===== config.mk =====
export PLATFORM = sky130hd
export DESIGN_NAME = rv32i_mem_stage
export DESIGN_NICKNAME = d
export VERILOG_FILES = /design/src/rtl/rv32i_mem_stage.sv
export SDC_FILE = /design/constraint.sdc
export NUM_CORES = 1
export LEC_CHECK = 0
export BUFFER_PORTS_ARGS = -buffer_cell sky130_fd_sc_hd__buf_2
export CORE_UTILIZATION = 56
export CTS_BUF_LIST = sky130_fd_sc_hd__clkbuf_4
export DETAILED_ROUTE_END_ITERATION = 7
export PLACE_DENSITY = 0.95
export SYNTH_ARGS = -nofsm -noshare
export SYNTH_HDL_FRONTEND = slang
export SYNTH_SLANG_ARGS = --single-unit

===== constraint.sdc =====
create_clock -name clk -period 2.9 [get_ports clk]
set_input_delay 0.58 -clock clk [delete_from_list [all_inputs] [get_ports clk]]
set_output_delay 0.58 -clock clk [all_outputs]
set_load 0.05 [all_outputs]

===== src/rtl/rv32i_mem_stage.sv =====
// RV32I memory-access stage: decodes loads/stores from execute, runs one req/ack
// data-memory transaction at a time and produces write-back data one stage later.
module rv32i_mem_stage #(
   parameter int TIMEOUT_CYCLES = 16
) (
   input  logic        clk,
   input  logic        reset,
   input  logic [31:0] pc_in,
   input  logic [31:0] iw_in,
   input  logic [31:0] alu_in,
   input  logic [31:0] rs2_data_in,
   input  logic        in_valid,
   output logic        stall_out,
   output logic        dmem_req,
   output logic        dmem_we,
   output logic [3:0]  dmem_be,
   output logic [31:0] dmem_addr,
   output logic [31:0] dmem_wdata,
   input  logic        dmem_ack,
   input  logic [31:0] dmem_rdata,
   output logic [31:0] pc_out,
   output logic [31:0] iw_out,
   output logic [31:0] wb_data_out,
   output logic        out_valid,
   output logic        misalign_out,
   output logic        bus_err_out
);

   localparam logic [6:0]  OP_LOAD  = 7'b0000011;
   localparam logic [6:0]  OP_STORE = 7'b0100011;
   localparam bit          TMO_EN   = (TIMEOUT_CYCLES != 0);
   localparam logic [31:0] TMO_LAST = TMO_EN ? 32'(TIMEOUT_CYCLES - 1) : 32'd0;

   typedef enum logic {IDLE = 1'b0, ACCESS = 1'b1} state_t;

   state_t state, state_nxt;

   logic [6:0]  opc_p0;
   logic [2:0]  f3_p0;
   logic        ld_p0, st_p0, mem_p0, mis_p0, acc_p0;

   logic [31:0] pc_p1, iw_p1, wb_p1;
   logic        vld_p1, mis_p1, berr_p1;
   logic [31:0] addr_p1, wdata_p1;
   logic [3:0]  be_p1;
   logic [2:0]  f3_p1;
   logic [1:0]  off_p1;
   logic        we_p1;
   logic [31:0] tmo_cnt;
   logic        tmo_hit;

   function automatic logic [3:0] be_gen(input logic is_st, input logic [2:0] f3,
                                         input logic [1:0] off);
      logic [3:0] be;
      be = 4'b1111;
      if (is_st) begin
         case (f3[1:0])
            2'b00:   be = 4'b0001 << off;
            2'b01:   be = 4'b0011 << {off[1], 1'b0};
            default: be = 4'b1111;
         endcase
      end
      return be;
   endfunction

   function automatic logic [31:0] wdata_gen(input logic [2:0] f3, input logic [31:0] rs2);
      logic [31:0] w;
      case (f3[1:0])
         2'b00:   w = {4{rs2[7:0]}};
         2'b01:   w = {2{rs2[15:0]}};
         default: w = rs2;
      endcase
      return w;
   endfunction

   // Narrow loads: pick the lane, then sign- or zero-extend from it.
   function automatic logic [31:0] load_extract(input logic [31:0] rdata, input logic [2:0] f3,
                                                input logic [1:0] off);
      logic signed [7:0]  b;
      logic signed [15:0] h;
      logic [31:0]        r;
      b = rdata[{off, 3'b000} +: 8];
      h = off[1] ? rdata[31:16] : rdata[15:0];
      case (f3)
         3'b000:  r = 32'(b);
         3'b001:  r = 32'(h);
         3'b100:  r = 32'($unsigned(b));
         3'b101:  r = 32'($unsigned(h));
         default: r = rdata;
      endcase
      return r;
   endfunction

   // Stage p0: decode of the instruction presented by execute
   always_comb begin
      opc_p0 = iw_in[6:0];
      f3_p0  = iw_in[14:12];
      ld_p0  = 1'b0;
      st_p0  = 1'b0;
      if (opc_p0 == OP_LOAD) begin
         case (f3_p0)
            3'b000, 3'b001, 3'b010, 3'b100, 3'b101: ld_p0 = 1'b1;
            default:                                ld_p0 = 1'b0;
         endcase
      end
      if (opc_p0 == OP_STORE) begin
         case (f3_p0)
            3'b000, 3'b001, 3'b010: st_p0 = 1'b1;
            default:                st_p0 = 1'b0;
         endcase
      end
      mem_p0 = ld_p0 | st_p0;
      case (f3_p0[1:0])
         2'b01:   mis_p0 = mem_p0 & alu_in[0];
         2'b10:   mis_p0 = mem_p0 & (|alu_in[1:0]);
         default: mis_p0 = 1'b0;
      endcase
      acc_p0 = in_valid && (state == IDLE);
   end

   // An ack in the cycle the count is reached takes priority over the abort.
   assign tmo_hit = TMO_EN && (state == ACCESS) && !dmem_ack && (tmo_cnt == TMO_LAST);

   always_ff @(posedge clk or negedge reset) begin
      if (!reset) state <= IDLE;
      else        state <= state_nxt;
   end

   always_comb begin
      state_nxt = state;
      case (state)
         IDLE:    if (acc_p0 && mem_p0 && !mis_p0) state_nxt = ACCESS;
         ACCESS:  if (dmem_ack || tmo_hit)         state_nxt = IDLE;
         default: state_nxt = IDLE;
      endcase
   end

   // Stage p1: registered request and write-back results
   always_ff @(posedge clk or negedge reset) begin
      if (!reset) begin
         pc_p1    <= '0;
         iw_p1    <= '0;
         wb_p1    <= '0;
         vld_p1   <= 1'b0;
         mis_p1   <= 1'b0;
         berr_p1  <= 1'b0;
         addr_p1  <= '0;
         wdata_p1 <= '0;
         be_p1    <= '0;
         f3_p1    <= '0;
         off_p1   <= '0;
         we_p1    <= 1'b0;
         tmo_cnt  <= '0;
      end else begin
         vld_p1  <= 1'b0;
         mis_p1  <= 1'b0;
         berr_p1 <= 1'b0;
         if (state == ACCESS && !dmem_ack && !tmo_hit) tmo_cnt <= tmo_cnt + 32'd1;
         else                                          tmo_cnt <= '0;
         if (acc_p0) begin
            pc_p1 <= pc_in;
            iw_p1 <= iw_in;
            if (!mem_p0) begin
               vld_p1 <= 1'b1;
               wb_p1  <= alu_in;
            end else if (mis_p0) begin
               vld_p1 <= 1'b1;
               mis_p1 <= 1'b1;
               wb_p1  <= '0;
            end else begin
               addr_p1  <= {alu_in[31:2], 2'b00};
               off_p1   <= alu_in[1:0];
               f3_p1    <= f3_p0;
               we_p1    <= st_p0;
               be_p1    <= be_gen(st_p0, f3_p0, alu_in[1:0]);
               wdata_p1 <= st_p0 ? wdata_gen(f3_p0, rs2_data_in) : '0;
            end
         end else if (state == ACCESS) begin
            if (dmem_ack) begin
               vld_p1 <= 1'b1;
               wb_p1  <= we_p1 ? '0 : load_extract(dmem_rdata, f3_p1, off_p1);
            end else if (tmo_hit) begin
               vld_p1  <= 1'b1;
               berr_p1 <= 1'b1;
               wb_p1   <= '0;
            end
         end
      end
   end

   always_comb begin
      stall_out    = (state == ACCESS);
      dmem_req     = (state == ACCESS);
      dmem_we      = (state == ACCESS) ? we_p1    : 1'b0;
      dmem_be      = (state == ACCESS) ? be_p1    : 4'b0000;
      dmem_addr    = (state == ACCESS) ? addr_p1  : 32'd0;
      dmem_wdata   = (state == ACCESS) ? wdata_p1 : 32'd0;
      pc_out       = pc_p1;
      iw_out       = iw_p1;
      wb_data_out  = wb_p1;
      out_valid    = vld_p1;
      misalign_out = mis_p1;
      bus_err_out  = berr_p1;
   end

endmodule


**After elaboration in Yosys (flattened, before gate mapping)**

Cells that the tools add are included.

- Input bits: 164
- Register bits after elaboration: 204
- Word-level logic and storage cells: 93
- Output and inout port bits: 170

- Bitwise operators: 5
- Add/subtract/negate cells: 1
- Muxes and demuxes: 37
- Equal/unequal tests: 13
- Reductions and logical operators: 20
- Shifts and indexed selects: 3

Operators with widths:

| operator | count |
|---|---|
| $mux 32 | 11 |
| $pmux 32 s4 | 1 |
| $pmux 32 s2 | 1 |
| $add 32x1->32 const B | 1 |
| $eq 32x4->1 const B | 1 |
| $shiftx 32x6->8 | 1 |
| $mux 1 | 18 |
| $mux 16 | 1 |
| $eq 3x3->1 const B | 4 |
| $mux 4 | 2 |
| $pmux 4 s2 | 1 |
| $eq 7x2->1 const B | 1 |
| $eq 7x6->1 const B | 1 |
| $eq 3x1->1 const B | 2 |
| $logic_and 1x1->1 | 6 |
| $logic_not 3->1 | 2 |
| $reduce_and 3->1 | 2 |
| $reduce_or 5->1 | 1 |
| $pmux 1 s2 | 2 |
| $shl 1x2->4 const A | 1 |
| $shl 2x2->4 const A | 1 |
| $eq 3x2->1 const B | 1 |
| $logic_not 1->1 | 3 |
| $ne 3x3->1 const B | 1 |
| 11 further kinds | 13 |

**Logic depth before layout (Yosys ltp)**

- Word-level depth: 11
- Gate-level depth with buffers: 11

**Worst setup path after synthesis**

OpenSTA, ideal clock, no wires.

- Path type: input to register
- Start: input iw_in[13]
- End: register wb_p1[23] (netlist: wb_data_out[23])
- Stages: 10
- Path slack: 331 ps
- Data arrival time: 2445 ps
- Buffers on the path: 3
- Cells stage by stage: clkbuf_1 inv_1 ha_1 buf_2 nor2_2 a211oi_4 a21boi_1 o21ai_2 buf_2 mux2_2

- Cells in the longest elaborated chain, start to end: 9

Ends and longest elaborated chain:

| element | line | source |
|---|---|---|
| start: declaration | 9 | `input logic [31:0] iw_in,` |
| $eq 3x1->1 (tied with other cells) | 101, 107 |  |
| $reduce_or 5->1 or $reduce_or 3->1 (tied branches) | 101, 107 |  |
| $mux 1, on equally long branches | 101, 107 |  |
| $mux 1, on equally long branches | 100, 106 |  |
| $or 1x1->1 | 112 | `mem_p0 = ld_p0 \| st_p0;` |
| $and 1x1->1, on equally long branches | 115, 114 |  |
| $pmux 1 s2 | 113 | `case (f3_p0[1:0])` |
| $ne 3x3->1 (no source line) | - |  |
| $reduce_and 3->1 (no source line) | - |  |
| end signal: assignment | 165 | `wb_p1 <= alu_in;` |
| end signal: assignment | 181 | `wb_p1 <= we_p1 ? '0 : load_extract(dmem_rdata, f3_p1, off_p1);` |
| end: declaration | 42 | `logic [31:0] pc_p1, iw_p1, wb_p1;` |

Several ways; a longest one is shown, not always the timed one.
A chain may end at the register's enable or synchronous reset.

**Worst setup path in the final report**

- Start: register state (netlist: dmem_req)
- End: output dmem_wdata[21]

- Cells in the longest elaborated chain, start to end: 1

Ends and longest elaborated chain:

| element | line | source |
|---|---|---|
| start: declaration | 36 | `state_t state, state_nxt;` |
| start signal: assignment | 126 | `else state <= state_nxt;` |
| $mux 32 | 197 | `dmem_wdata = (state == ACCESS) ? wdata_p1 : 32'd0;` |
| end: declaration | 18 | `output logic [31:0] dmem_wdata,` |

Every way passes these cells.

==> impl_summary.log <==
INFO  metric die-height = 134.8 um
INFO  metric power.clock.fraction = 36.6%
INFO  metric synth_edf_count = 0
INFO  metric setup_tns = 0 ns
INFO  metric max_slew_margin = 10.53%
INFO  metric post_synth_inst_count = 1,080
INFO  metric tritoncts = built
INFO  metric pin_count_of_the_biggest_net_entering_global_routing = 73
INFO  metric ant_nets = 0
INFO  metric totalWireLength = 30,820 um
INFO  metric drive_above_1_share = 33.01%
INFO  metric run_status = completed
INFO  metric power_report.internal_total = 4808 uW
INFO  metric groute.usage.overall = 33.99%
INFO  metric fp-row-count = 48
INFO  metric synth_seq_cells = 204
INFO  metric finish.net_count = 1,590
INFO  metric dieWidth = 134.8 um
INFO  metric area_of_the_die = 18,180 sq um
INFO  metric layout.core_utilization = 72.54%
INFO  metric timing.setup.critical_path_class = reg2out
INFO  metric route.detailed.wl_per_inst = 18.29 um
INFO  metric min_delay_path_depth = 3
INFO  metric i_o_pin_count = 334
INFO  metric timing.critical_path.fanout_max = 55
INFO  metric reg2reg_depth = 4
INFO  metric crit_path_start_kind = register
INFO  metric drc_marker_count_from_the_first_detailed_route_iteration = 913
INFO  metric finalClockSkew = 0.04219 ns
INFO  metric min-delay-path-class = in2reg
INFO  metric seq_power_share = 44.1%
INFO  metric synth.top_cell.area_share = 51.67%
INFO  metric async_flop_share = 100.0%
INFO  metric core = 17,240 sq um
INFO  metric critical_path.endpoint_type = output port
INFO  metric final_min_period_over_clock_period = 92.34%
INFO  metric period_needed = 2.678 ns
INFO  metric place_congestion = 0.9262
INFO  metric synthTopCellsByArea = dfrtp_1, nand2_1, and2_1
INFO  metric cts_setup_buffers = 0
INFO  metric rsz0062_at_grt = false
INFO  metric clockBufferDepth = 3
INFO  metric overflow = 0
INFO  metric vias = 9,627
INFO  metric synth_largest_area_cell = dfrtp_1
INFO  metric vias_per_cell = 5.713
INFO  metric grt_first_pass_wirelength = 48,160 um
INFO  metric power_switching_share = 32.24%
INFO  metric h-tree-depth = 2
INFO  metric register_area_share_after_synthesis = 51.67%
INFO  metric synth.cell_area = 9879 sq um
INFO  metric leakage = 0.006644 uW
INFO  metric grt_antenna_before_repair = 3
INFO  metric clkLatencyLatePin = 0.68 ns
INFO  metric ys_types = 58
INFO  metric dp_hpwl = 21,400 um
INFO  metric start_util = 57.32%
INFO  metric p_switching = 2287 uW
INFO  metric place.port_buffers = 331
INFO  metric crit_required = 2.32 ns
INFO  metric power.share.combinational = 19.4%
INFO  metric upper_clock_frequency_limit = 373.4 MHz
INFO  metric worst_max_slew_pin_slew = 1.341 ns
INFO  metric syn_avg_cell_area = 9.148 sq um
INFO  metric worstPathArrival = 2.10 ns
INFO  metric synth_top_flop_cell = dfrtp_1
INFO  metric clk_transition_reported_paths = 0.07 ns
INFO  metric number_of_cts_inserted_buffers = 53
INFO  metric cts_root_buffer = clkbuf_4
INFO  metric max_cap_violations = 0
INFO  metric p_per_area = 567.4 nW/um^2
INFO  metric synthToLayoutAreaGrowth = 26.56%
INFO  metric whs = 0.09206 ns
INFO  metric setup_viol = 0
INFO  metric grt_pass1_vias = 9,568
INFO  metric slew_viol_final = 0
INFO  metric vdd.ir_drop.worst = 497.8 uV
INFO  metric number_of_sinks_driven_by_the_clock_tree = 204
INFO  metric yosys_synthesis_warning_count = 0
INFO  metric n_fill_cell = 1,188
INFO  metric drt_first_pass_iters = 6
INFO  metric total_power = 7095 uW
INFO  metric route.detailed.drc = 0
INFO  metric final-hold-violation-count = 0
## worst paths after layout
path | startpoint | end | slack (ns)
worst max-delay path | dmem_req | dmem_wdata[21] | 0.22
worst min-delay path | pc_in[7] | pc_out[7] | 0.09
worst max register to register | f3_p1[0] | wb_data_out[19] | 0.48
worst min register to register | iw_out[5] | iw_out[5] | 0.47
max in group asynchronous | reset | pc_out[16] | 1.59
min in group asynchronous | reset | wdata_p1[28] | 0.50
## final cells by class
cell class,count,area [sq um],area share (%)
Sequential cell,204,5106,40.84
Multi-Input combinational cell,793,4448,35.58
Antenna cell,3,7.507,0.06004
Clock buffer,78,585.6,4.683
Inverter,14,52.55,0.4203
Tap cell,225,281.5,2.252
Timing Repair Buffer,356,1922,15.37
Clock inverter,12,100.1,0.8006
## kinds of logic after synthesis
kind of cell | Yosys count | synth area share, %
compound gates | 129 | 9.878
fa+ha+maj | 4 | 0.5066
xor+xnor | 26 | 2.305
buf+inv | 84 | 3.698
flops | 204 | 51.67
simple gates | 591 | 27.20
mux | 41 | 4.699
other cells | 1 | 0.03796
## critical path, stage by stage, from the launching register on
cell and delay (ns):
dfrtp_2 0.36, buf_4 0.23, buf_6 0.36, and2_1 0.21, buf_2 0.27
## metal layers
metal | share of wire, % | wire length (um) | track usage, %
met3 | 10 | 3137 | 9.384
met1 | 36 | 11220 | 40.45
met2 | 48 | 14710 | 55.18
met5 | 0 | 0 | 0
met4 | 5.7 | 1761 | 20.35
## power groups by stage
stage	clock network [uW]	registers [uW]	logic [uW]
floorplan	0	3640	395
global placement	0	3170	1330
detailed placement	0	3170	1360
CTS	2640	3120	1370
global route	2770	3140	1450
finish	2600	3130	1370
## registers in the layout, summed over array words and instances (netlist names), 2 cells and up
| register | flops |
|---|---|
| wdata_p1 | 32 |
| iw_out | 32 |
| wb_data_out | 32 |
| addr_p1 | 30 |
| pc_out | 32 |
| tmo_cnt | 32 |
| be_p1 | 4 |
| off_p1 | 2 |
| f3_p1 | 3 |
## cells in the final DEF, fill, tap and decap left out, types with 5 or more instances in the layout
cell type  count
a21oi_1       15
and4_1         5
buf_2        330
a222oi_1       7
inv_1         14
mux2_1         6
and2_1        77
clkinv_1       8
o21ai_0       32
clkbuf_4      78
nor4_1        15
mux2_2        27
nand2_1      349
nand3_1       23
nor3_1         8
buf_4         18
a211o_1        8
a22oi_1        8
nand3b_1       8
nand4_1        9
o31ai_1        8
nor2b_1        9
nor2_1        59
buf_12         5
dfrtp_1      203
mux2i_1        7
nand2b_1       9
a221o_1       24
xor2_1         8
o2bb2ai_1      7
xnor2_1       18
## synth_stat cells, drive strengths merged (2+ instances only)
| library cell | instances |
|---|---|
| dfrtp | 204 |
| nand2b | 11 |
| nand4 | 9 |
| buf | 25 |
| o21bai | 2 |
| a31oi | 4 |
| a211o | 8 |
| and2 | 77 |
| ha | 4 |
| o31ai | 8 |
| o2bb2ai | 7 |
| nor4 | 15 |
| mux2 | 33 |
| or3 | 3 |
| clkbuf | 45 |
| nand2 | 349 |
| nor2 | 61 |
| inv | 14 |
| nor3 | 8 |
| nand3b | 8 |
| a21o | 2 |
| and4 | 5 |
| a2111oi | 2 |
| a222oi | 7 |
| a221o | 24 |
| a21oi | 15 |
| xor2 | 8 |
| and3 | 5 |
| a22oi | 8 |
| mux2i | 7 |
| nand3 | 24 |
| nor2b | 10 |
| o21ai | 37 |
| nor3b | 2 |
| xnor2 | 18 |
## timing repair
item | 4_1_cts | 5_1_grt
endpoints found under the hold margin | 70 | 0
gates resized for setup | 0 | 1
hold buffers | 1 | 0
setup endpoints to repair | 0 | 27
## metrics by stage
stage	instance area, sq um	std cells	setup WS [ns]
3_5_place_dp	11800	1591	0.0001339
2_1_floorplan	9883	1081	0.3306
4_1_cts	12490	1682	0.07026
3_3_place_gp	11800	1591	0.1028
6_report	12500	1685	0.2220
5_1_grt	12500	1685	0.1183
Power figures use the tool's default switching activity.
